--- src/rtl/sipo_pkg.sv ---
// sipo_pkg: shared FSM states, default width and counter sizing for the sipo deserializer
package sipo_pkg;
  typedef enum logic {S_IDLE, S_SHIFT} state_e;
  localparam int DW_DEF = 4;
  function automatic int cnt_w(input int dw);
    return $clog2(dw + 2);
  endfunction
endpackage

--- src/rtl/sipo_bit_cnt.sv ---
// sipo_bit_cnt: frame bit counter; sync reloads to 1, done strobes on the bit that completes the frame
module sipo_bit_cnt #(
  parameter int CW = 3
) (
  input  logic          clk,
  input  logic          rst,
  input  logic          inc,
  input  logic          sync,
  input  logic [CW-1:0] flen,
  output logic [CW-1:0] cnt,
  output logic          done
);
  logic [CW-1:0] cnt_q, cnt_d, nxt;
  always_comb begin
    nxt = sync ? CW'(1) : cnt_q + CW'(1);
    done = inc && nxt == flen;
    cnt_d = !inc ? cnt_q : done ? '0 : nxt;
  end
  always_ff @(posedge clk or negedge rst)
    if (!rst) cnt_q <= '0;
    else cnt_q <= cnt_d;
  assign cnt = cnt_q;
endmodule

--- src/rtl/sipo_deser.sv ---
// sipo_deser: serial-in parallel-out deserializer with sync framing, valid/ready output and sticky overrun.
// Define SIPO_PARITY_EN to append a trailing even-parity bit to every frame.
module sipo_deser
  import sipo_pkg::*;
#(
  parameter int DW        = DW_DEF,
  parameter bit MSB_FIRST = 1'b1
) (
  input  logic          clk,
  input  logic          rst,
  input  logic          enb,
  input  logic          i_sdata,
  input  logic          i_svalid,
  input  logic          i_sync,
  output logic [DW-1:0] o_data,
  output logic          o_valid,
  input  logic          i_ready,
  output logic          o_overrun,
  output logic          o_perr
);
  localparam int CW = cnt_w(DW);
`ifdef SIPO_PARITY_EN
  localparam int FLEN = DW + 1;
`else
  localparam int FLEN = DW;
`endif
  state_e        state_q, state_d;
  logic [DW-1:0] sr_q, sr_d, sr_base, data_q, data_d, word;
  logic          valid_q, valid_d, ovr_q, ovr_d, perr_q, perr_d;
  logic [CW-1:0] cnt;
  logic          acc, done, bad, load, drop;
  assign acc = enb && i_svalid;
  sipo_bit_cnt #(.CW(CW)) u_cnt (
    .clk (clk),
    .rst (rst),
    .inc (acc),
    .sync(i_sync),
    .flen(CW'(FLEN)),
    .cnt (cnt),
    .done(done)
  );
  // a new frame (idle start or sync) shifts into a cleared register so partial words never leak
  always_comb begin
    sr_base = (i_sync || state_q == S_IDLE) ? '0 : sr_q;
    sr_d = sr_q;
    if (acc && (i_sync || cnt < CW'(DW)))
      sr_d = MSB_FIRST ? {sr_base[DW-2:0], i_sdata} : {i_sdata, sr_base[DW-1:1]};
`ifdef SIPO_PARITY_EN
    word = sr_q;
    bad = done && ^{sr_q, i_sdata};
`else
    word = sr_d;
    bad = 1'b0;
`endif
    state_d = acc ? (done ? S_IDLE : S_SHIFT) : state_q;
    load = done && !bad && (!valid_q || i_ready);
    drop = done && !bad && valid_q && !i_ready;
    valid_d = load || (valid_q && !i_ready);
    data_d = load ? word : data_q;
    ovr_d = ovr_q || drop;
    perr_d = bad;
  end
  always_ff @(posedge clk or negedge rst)
    if (!rst) begin
      state_q <= S_IDLE;
      sr_q    <= '0;
      data_q  <= '0;
      valid_q <= 1'b0;
      ovr_q   <= 1'b0;
      perr_q  <= 1'b0;
    end else begin
      state_q <= state_d;
      sr_q    <= sr_d;
      data_q  <= data_d;
      valid_q <= valid_d;
      ovr_q   <= ovr_d;
      perr_q  <= perr_d;
    end
  assign o_data    = data_q;
  assign o_valid   = valid_q;
  assign o_overrun = ovr_q;
  assign o_perr    = perr_q;
endmodule

--- config.mk ---
export PLATFORM = sky130hd
export DESIGN_NAME = sipo_deser
export DESIGN_NICKNAME = d
export VERILOG_FILES = /design/src/rtl/sipo_pkg.sv /design/src/rtl/sipo_bit_cnt.sv /design/src/rtl/sipo_deser.sv
export SDC_FILE = /design/constraint.sdc
export NUM_CORES = 1
export LEC_CHECK = 0
export ABC_CLOCK_PERIOD_IN_PS = 5800
export CAP_MARGIN = 15
export CORE_MARGIN = 8
export CORE_UTILIZATION = 55
export CTS_CLUSTER_SIZE = 12
export DETAILED_ROUTE_END_ITERATION = 10
export DONT_BUFFER_PORTS = 1
export GPL_ROUTABILITY_DRIVEN = 1
export HOLD_SLACK_MARGIN = 0.12
export PLACE_DENSITY = 0.71
export SKIP_LAST_GASP = 1
export SYNTH_ARGS = -nofsm -noshare
export SYNTH_HDL_FRONTEND = slang
export SYNTH_HIERARCHICAL = 1
export SYNTH_SLANG_ARGS = --single-unit
export TNS_END_PERCENT = 100
--- constraint.sdc ---
create_clock -name clk -period 5.8 [get_ports clk]
set_input_delay 0.58 -clock clk [delete_from_list [all_inputs] [get_ports clk]]
set_output_delay 0.58 -clock clk [all_outputs]
set_load 0.02 [all_outputs]
==> results.md, run 1 <==
* Status: finished clean
* Register area at 350 um2
* Area of the multi-input gates at 388 um2
* Design Area, Final at 823 um2
* Unrepaired setup endpoints after global routing: false
* Post_cts resized at 0
* Max-cap viol count at 0
* Worst-path clk slew at 0.08 ns
* Final Routed Wirelength at 1380 um
* FF-to-FF setup slack at 3.64 ns
* Top-Level Pins at 14
* CTS tree: yes
* Kind of critical path: flip-flop to flip-flop
* Largest net degree at the start of global routing at 15
* Post-synthesis cell type count at 33
* Peak fanout along the critical path at 7
* Post-synth design cell area at 732 um2
* Final Net Count at 96
* GRT Overall Usage at 11.3%
* Worst path depth at 7
* R2r endpoint: o_data[1]
* Clk_lat worst skew at 0.28 ns
* Area Overhead vs Synth at 12.5%
* Yosys top cell area share at 47.9%
* Final Hold Viols at 0
* Hold endpoint: u_cnt/cnt[2]
* Startpoint Class: flip-flop
* GP Congestion at 0.810
* First-pass GRT wire length at 2340 um
* CP max stage cell: dfrtp_1
* Die footprint at 0.00275 mm2
* Leakage at 0.388 nW
* DRT Pass-1 Iters at 4
* Htree depth at 1
* Final setup vio count at 0
* Area contributors post-synth: dfrtp_1, nand2_1, a31oi_1, o21ai_0, a21oi_1
* Async SR Flop Fraction at 100%
* Yosys reg bits at 14
* Fin crit share at 37.3%
* Seq/Total Area, Yosys at 47.9%
* CTS Buffer Depth at 2
* Yosys top cell by area: dfrtp_1
* Clock root cell: clkbuf_4
* Initial antenna violation count at 0
* Largest stage delay, worst path at 0.44 ns
* Power Density at 389 mW/mm2
* CP most frequent cell: and2_1
* Mapped Cells at 74
* R2R Path Start: u_cnt/cnt[0]
* Hold wc startpoint: i_sync
* Fmax at 462 MHz
* Placeable Area at 0.00127 mm2
* Dominant cell by count in the synthesized netlist: dfrtp_1
* Hold depth at 1
* Fin worst setup slack at 3.64 ns
* DR iter-0 viols at 11
* Initial Util at 57.7%
* Clock Skew at 0.00289 ns
* Post-cts hold buffer count at 1
* Final ANT Viol Nets at 0
* Ant. Diodes at 0
* Measured slew at the worst slew-check pin at 0.628 ns
* Average via count per standard cell at 5.41
* Gr ovfl total at 0
* Avg Inst Size Synth at 9.89 um2
* Worst Hold Class: input port to flip-flop
* Crit-path cells: ha_1 -> xnor2_1 -> a2bb2oi_2 -> a211oi_2 -> and2_1 -> and2_1 -> a31oi_1
* Max Slew Vio Count at 0
* Delay-heaviest family, CP: simple AND/OR/NAND/NOR gates
* FP Rows at 13
* Headroom to the max-slew limit at 58.0%
* Drt wl/cell at 13.5 um
* CTS Buf Count at 3
* Post-synth top cells: dfrtp_1, nand2_1, o21ai_0
* Worst EP required at 5.95 ns
* Warnings, synthesis at 6
* Critical Path AT at 2.32 ns
* Worst reg2reg path depth at 7
* TNS Setup at 0 ns
* Synth Flop Type: dfrtp_1
* Vias at 552
* Tmin final at 2.16 ns
* Dpl ws at 3.66 ns
* # fillers at 106
* CTS Sinks at 14
* Overall Power at 0.000320 W
* Post-CTS Setup Inserts at 0
* CP Capture Type: flip-flop
* VDD IR max at 0.208 mV
* DRC Markers at 0
* Placed Area at 777 um2
* Ratio of cells with drive above 1 in the final layout at 13.8%
* Critical path buffer and inverter count at 0
* Worst Setup SP: u_cnt/cnt[0]
* Port bufs at 0
* Post-synth EDFFs at 0
* Die height at 52.5 um
* Dpl hpwl at 1050 um
* Chip width at 52.5 um
* Vias in the first global route at 538
## where the power goes
part / switching, W / internal (W)
Sequential: 0.0000422 / 0.000125
Clock: 0.0000316 / 0.0000382
Combinational: 0.0000450 / 0.0000383
Total: 0.000119 / 0.000201
## worst max-delay path by stage
stage / end / slack [ns]
after floorplan: o_data[1] / 3.89
after global placement: o_data[0] / 3.71
after detailed placement: o_data[1] / 3.66
after CTS: o_data[1] / 3.64
after global routing: o_data[0] / 3.48
final: o_data[1] / 3.64
## layer usage
metal	GRT usage [%]	vias to the layer above	part of all wire [%]
li1	-	285	-
met1	13.9	245	47
met2	16.2	18	42
met3	5.11	4	9.1
met4	5.17	0	1.5
met5	0	-	0
## layout by cell type, fill, tap and decap left out, types with 2 or more instances in the layout
cell type,count
a31oi_1,4
conb_1,11
and2_1,2
nand2_1,7
o21ai_1,2
nor2b_1,2
xnor2_1,2
dfrtp_1,14
a21oi_1,4
o22ai_1,2
inv_1,4
clkbuf_4,3
nand4_1,3
nand3_1,2
o21ai_0,5
## sequential cells by signal (all words and copies together), names as in the netlist
| register | count |
|---|---|
| state_q | 1 |
| o_data | 4 |
| o_valid | 1 |
| sr_q | 4 |
| u_cnt/cnt | 3 |
| o_overrun | 1 |
## per-stage QoR
step                hold slack, ns  cells  util, %
detailed placement           0.285     97     61.2
CTS                          0.376    102     64.9
floorplan                    0.284     83        -
global placement             0.285     97     61.2
global route                 0.366    102     64.9
finish                       0.383    102     64.9
## kinds of logic after synthesis
kind of cell / Yosys count / share of synthesized area (%)
XOR/XNOR: 3 / 3.59
AND/OR/NAND/NOR: 25 / 21.0
buffers and inverters: 6 / 3.76
AO/OA/AOI/OAI: 23 / 21.0
adder cells (fa/ha/maj): 1 / 1.71
other: 2 / 1.03
flip-flops: 14 / 47.9
## worst reg2reg max path: cells and delay by family, from the launching register on
kind	cells	cell delay [ns]
AND/OR/NAND/NOR	2	0.52
flip-flops	1	0.44
AO/OA/AOI/OAI	3	0.44
adder cells (fa/ha/maj)	1	0.38
XOR/XNOR	1	0.25
## final cells by class
class | instances | share of cell area [%]
multi-input combinational | 63 | 47.1
sequential | 14 | 42.6
clock buffer | 4 | 4.41
inverter | 5 | 2.43
timing repair buffer | 1 | 1.22
tap | 15 | 2.28
No activity file was read; power rests on OpenSTA's default activity.
==> inputs of run 2 (changes only) <==
Settings changed: ABC_CLOCK_PERIOD_IN_PS 5800 to 2050.
Clock period 5.8 ns to 2.05 ns, I/O delays scaled along.
==> run 2 against run 1 <==
  * Largest power group unchanged
  * Die area stayed put
  * Non-clock buffer count is 4 higher
  * Critical path depth is 1 higher
==> results.md, run 2 (same netlist as run 1, synthesis figures left out) <==
* Startpoint Class: flip-flop (unchanged)
* Overall Power at 0.000872 W (was 0.000320 W)
* Most frequent cells in the layout: dfrtp_1, conb_1, nand2_1, o21ai_0 (unchanged)
* Gr ovfl total at 0 (unchanged)
* Area Overhead vs Synth at 16.4% (was 12.5%)
* Final Routed Wirelength at 1400 um (was 1380 um)
* GP Congestion at 0.812 (was 0.810)
* DRC Markers at 0 (unchanged)
* FP Rows at 13 (unchanged)
* GRT Overall Usage at 11.7% (was 11.3%)
* Worst Hold Class: input port to flip-flop (unchanged)
* Worst-path clk slew at 0.07 ns (was 0.08 ns)
* Switching Fraction at 37.6% (was 37.1%)
* # fillers at 112 (was 106)
* Commonest non-fill, non-tap cell in the layout: dfrtp_1 (unchanged)
* Measured slew at the worst slew-check pin at 0.596 ns (was 0.628 ns)
* CTS Sinks at 14 (unchanged)
* Clk_lat worst skew at 0.27 ns (was 0.28 ns)
* Largest net degree at the start of global routing at 15 (unchanged)
* Fin crit share at 94.2% (was 37.3%)
* Placed Cells at 99 (was 97)
* Ratio of cells with drive above 1 in the final layout at 15.6% (was 13.8%)
* Placeable Area at 0.00127 mm2 (unchanged)
* Crit-path cells: ha_1 -> xnor2_2 -> a2bb2oi_2 -> a211oi_2 -> and2_1 -> buf_4 -> a21oi_1 -> a31oi_1 (was ha_1 -> xnor2_1 -> a2bb2oi_2 -> a211oi_2 -> and2_1 -> and2_1 -> a31oi_1)
* Unrepaired setup endpoints after global routing: false (unchanged)
* CP max stage cell: dfrtp_1 (unchanged)
* Final cell count without fillers at 105 (was 102)
* Seq pwr share at 53.9% (was 52.2%)
* Delay-heaviest family, CP: compound AO/OA/AOI/OAI gates (was simple AND/OR/NAND/NOR gates)
* Met2 Usage GRT at 18.4% (was 16.2%)
* Max-cap viol count at 0 (unchanged)
* M1 GR Usage at 13.8% (was 13.9%)
* Final setup vio count at 0 (unchanged)
* Tmin final at 1.93 ns (was 2.16 ns)
* Ant. Diodes at 0 (unchanged)
* Status: finished clean (unchanged)
* Clock Skew at 0.00760 ns (was 0.00289 ns)
* Die height at 52.5 um (unchanged)
* Headroom to the max-slew limit at 60.1% (was 58.0%)
* Worst EP required at 2.24 ns (was 5.95 ns)
* Chip width at 52.5 um (unchanged)
* Top-Level Pins at 14 (unchanged)
* TNS Setup at 0 ns (unchanged)
* Initial antenna violation count at 0 (unchanged)
* Post-CTS Setup Inserts at 0 (unchanged)
* Busiest layer in global routing: met2 (unchanged)
* Power Density at 1020 mW/mm2 (was 389 mW/mm2)
* Final Net Count at 100 (was 96)
* Final ANT Viol Nets at 0 (unchanged)
* DR iter-0 viols at 5 (was 11)
* DRT Pass-1 Iters at 4 (unchanged)
* Net Switching at 0.000328 W (was 0.000119 W)
* CTS Buf Count at 3 (unchanged)
* Max Slew Vio Count at 0 (unchanged)
* Final Hold Viols at 0 (unchanged)
* Vias in the first global route at 546 (was 538)
* VDD IR max at 0.639 mV (was 0.208 mV)
* Critical Path AT at 2.13 ns (was 2.32 ns)
* Fmax at 518 MHz (was 462 MHz)
* Design Area, Final at 852 um2 (was 823 um2)
* Share of total power in combinational logic at 29.9% (was 26.0%)
* Leakage at 0.405 nW (was 0.388 nW)
* Drt wl/cell at 13.3 um (was 13.5 um)
* Die footprint at 0.00275 mm2 (unchanged)
* Critical path buffer and inverter count at 1 (was 0)
* Port bufs at 0 (unchanged)
* GR Layer Usage met3 at 6.82% (was 5.11%)
* Htree depth at 1 (unchanged)
* First-pass GRT wire length at 2500 um (was 2340 um)
* Design internal power at 0.000544 W (was 0.000201 W)
* Area of the multi-input gates at 395 um2 (was 388 um2)
* Initial Util at 57.7% (unchanged)
* Register area at 350 um2 (unchanged)
* Clock power share at 16.2% (was 21.8%)
* Clock root cell: clkbuf_4 (unchanged)
* Vias at 548 (was 552)
* Average via count per standard cell at 5.22 (was 5.41)
* CP Capture Type: flip-flop (unchanged)
* Peak fanout along the critical path at 5 (was 7)
* Largest stage delay, worst path at 0.38 ns (was 0.44 ns)
* CTS tree: yes (unchanged)
* Dpl hpwl at 1090 um (was 1050 um)
* Kind of critical path: flip-flop to flip-flop (unchanged)
* Placed Area at 792 um2 (was 777 um2)
* CTS Buffer Depth at 2 (unchanged)
[run 2: cell types whose count changed in the layout (fill, tap and decap cells not counted)]
| cell | delta |
|---|---|
| clkbuf_8 | -1 |
| dlygate4sd3_1 | +2 |
| xnor2_1 | -1 |
| xnor2_2 | +1 |
| buf_4 | +2 |
[run 2: metal layers]
layer | up-vias | share of wire (%) | wire [um]
met5 | - | 0 | 0
met4 | 0 | 0 | 0
met3 | 0 | 8.5 | 119
met2 | 13 | 45 | 634
met1 | 249 | 46 | 647
li1 | 286 | - | -
[run 2: power by group through the flow]
stage | sequential, W | combinational, W | clock, W
global route | 0.000486 | 0.000294 | 0.000163
floorplan | 0.000462 | 0.000195 | 0
finish | 0.000470 | 0.000261 | 0.000141
global placement | 0.000475 | 0.000232 | 0
detailed placement | 0.000478 | 0.000238 | 0
CTS | 0.000473 | 0.000248 | 0.000147
[run 2: repair_timing]
item / in CTS / in global routing
hold endpoints to repair: 18 / 0
resized for setup: 0 / 1
endpoints found under the setup margin: 0 / 4
hold buffers: 3 / 0
[run 2: worst paths after layout]
path / start / endpoint / slack [ns] / cells after the start
worst min register to register: state_q / state_q / 0.49 / 2
worst max-delay path: u_cnt/cnt[0] / o_data[1] / 0.12 / 8
min in group asynchronous: rst / u_cnt/cnt[2] / 0.38 / 1
max in group asynchronous: rst / sr_q[1] / 1.28 / 1
worst max register to register: u_cnt/cnt[0] / o_data[1] / 0.12 / 8
worst min-delay path: i_ready / o_valid / 0.16 / 2
[run 2: worst register-to-register path, stage by stage, from the launching register on]
cell	delay [ns]
dfrtp_1	0.38
ha_1	0.37
xnor2_2	0.18
a2bb2oi_2	0.08
a211oi_2	0.26
and2_1	0.23
buf_4	0.16
a21oi_1	0.06
a31oi_1	0.14
[run 2: area by class of cell]
cell class | count | share of cell area, %
Clock buffer | 3 | 2.64
Timing Repair Buffer | 5 | 5.29
Sequential cell | 14 | 41.1
Inverter | 5 | 2.35
Multi-Input combinational cell | 63 | 46.4
Tap cell | 15 | 2.20
[run 2: stage by stage]
| stage | utilization, % | setup slack, ns | hold WS (ns) |
|---|---|---|---|
| detailed placement | 62.4 | 0.0650 | -0.0901 |
| CTS | 66.6 | 0.0613 | 0.144 |
| floorplan | - | 0.137 | -0.0906 |
| global route | 67.2 | 0.00673 | 0.148 |
| global placement | 62.4 | 0.146 | -0.0901 |
| finish | 67.2 | 0.119 | 0.158 |
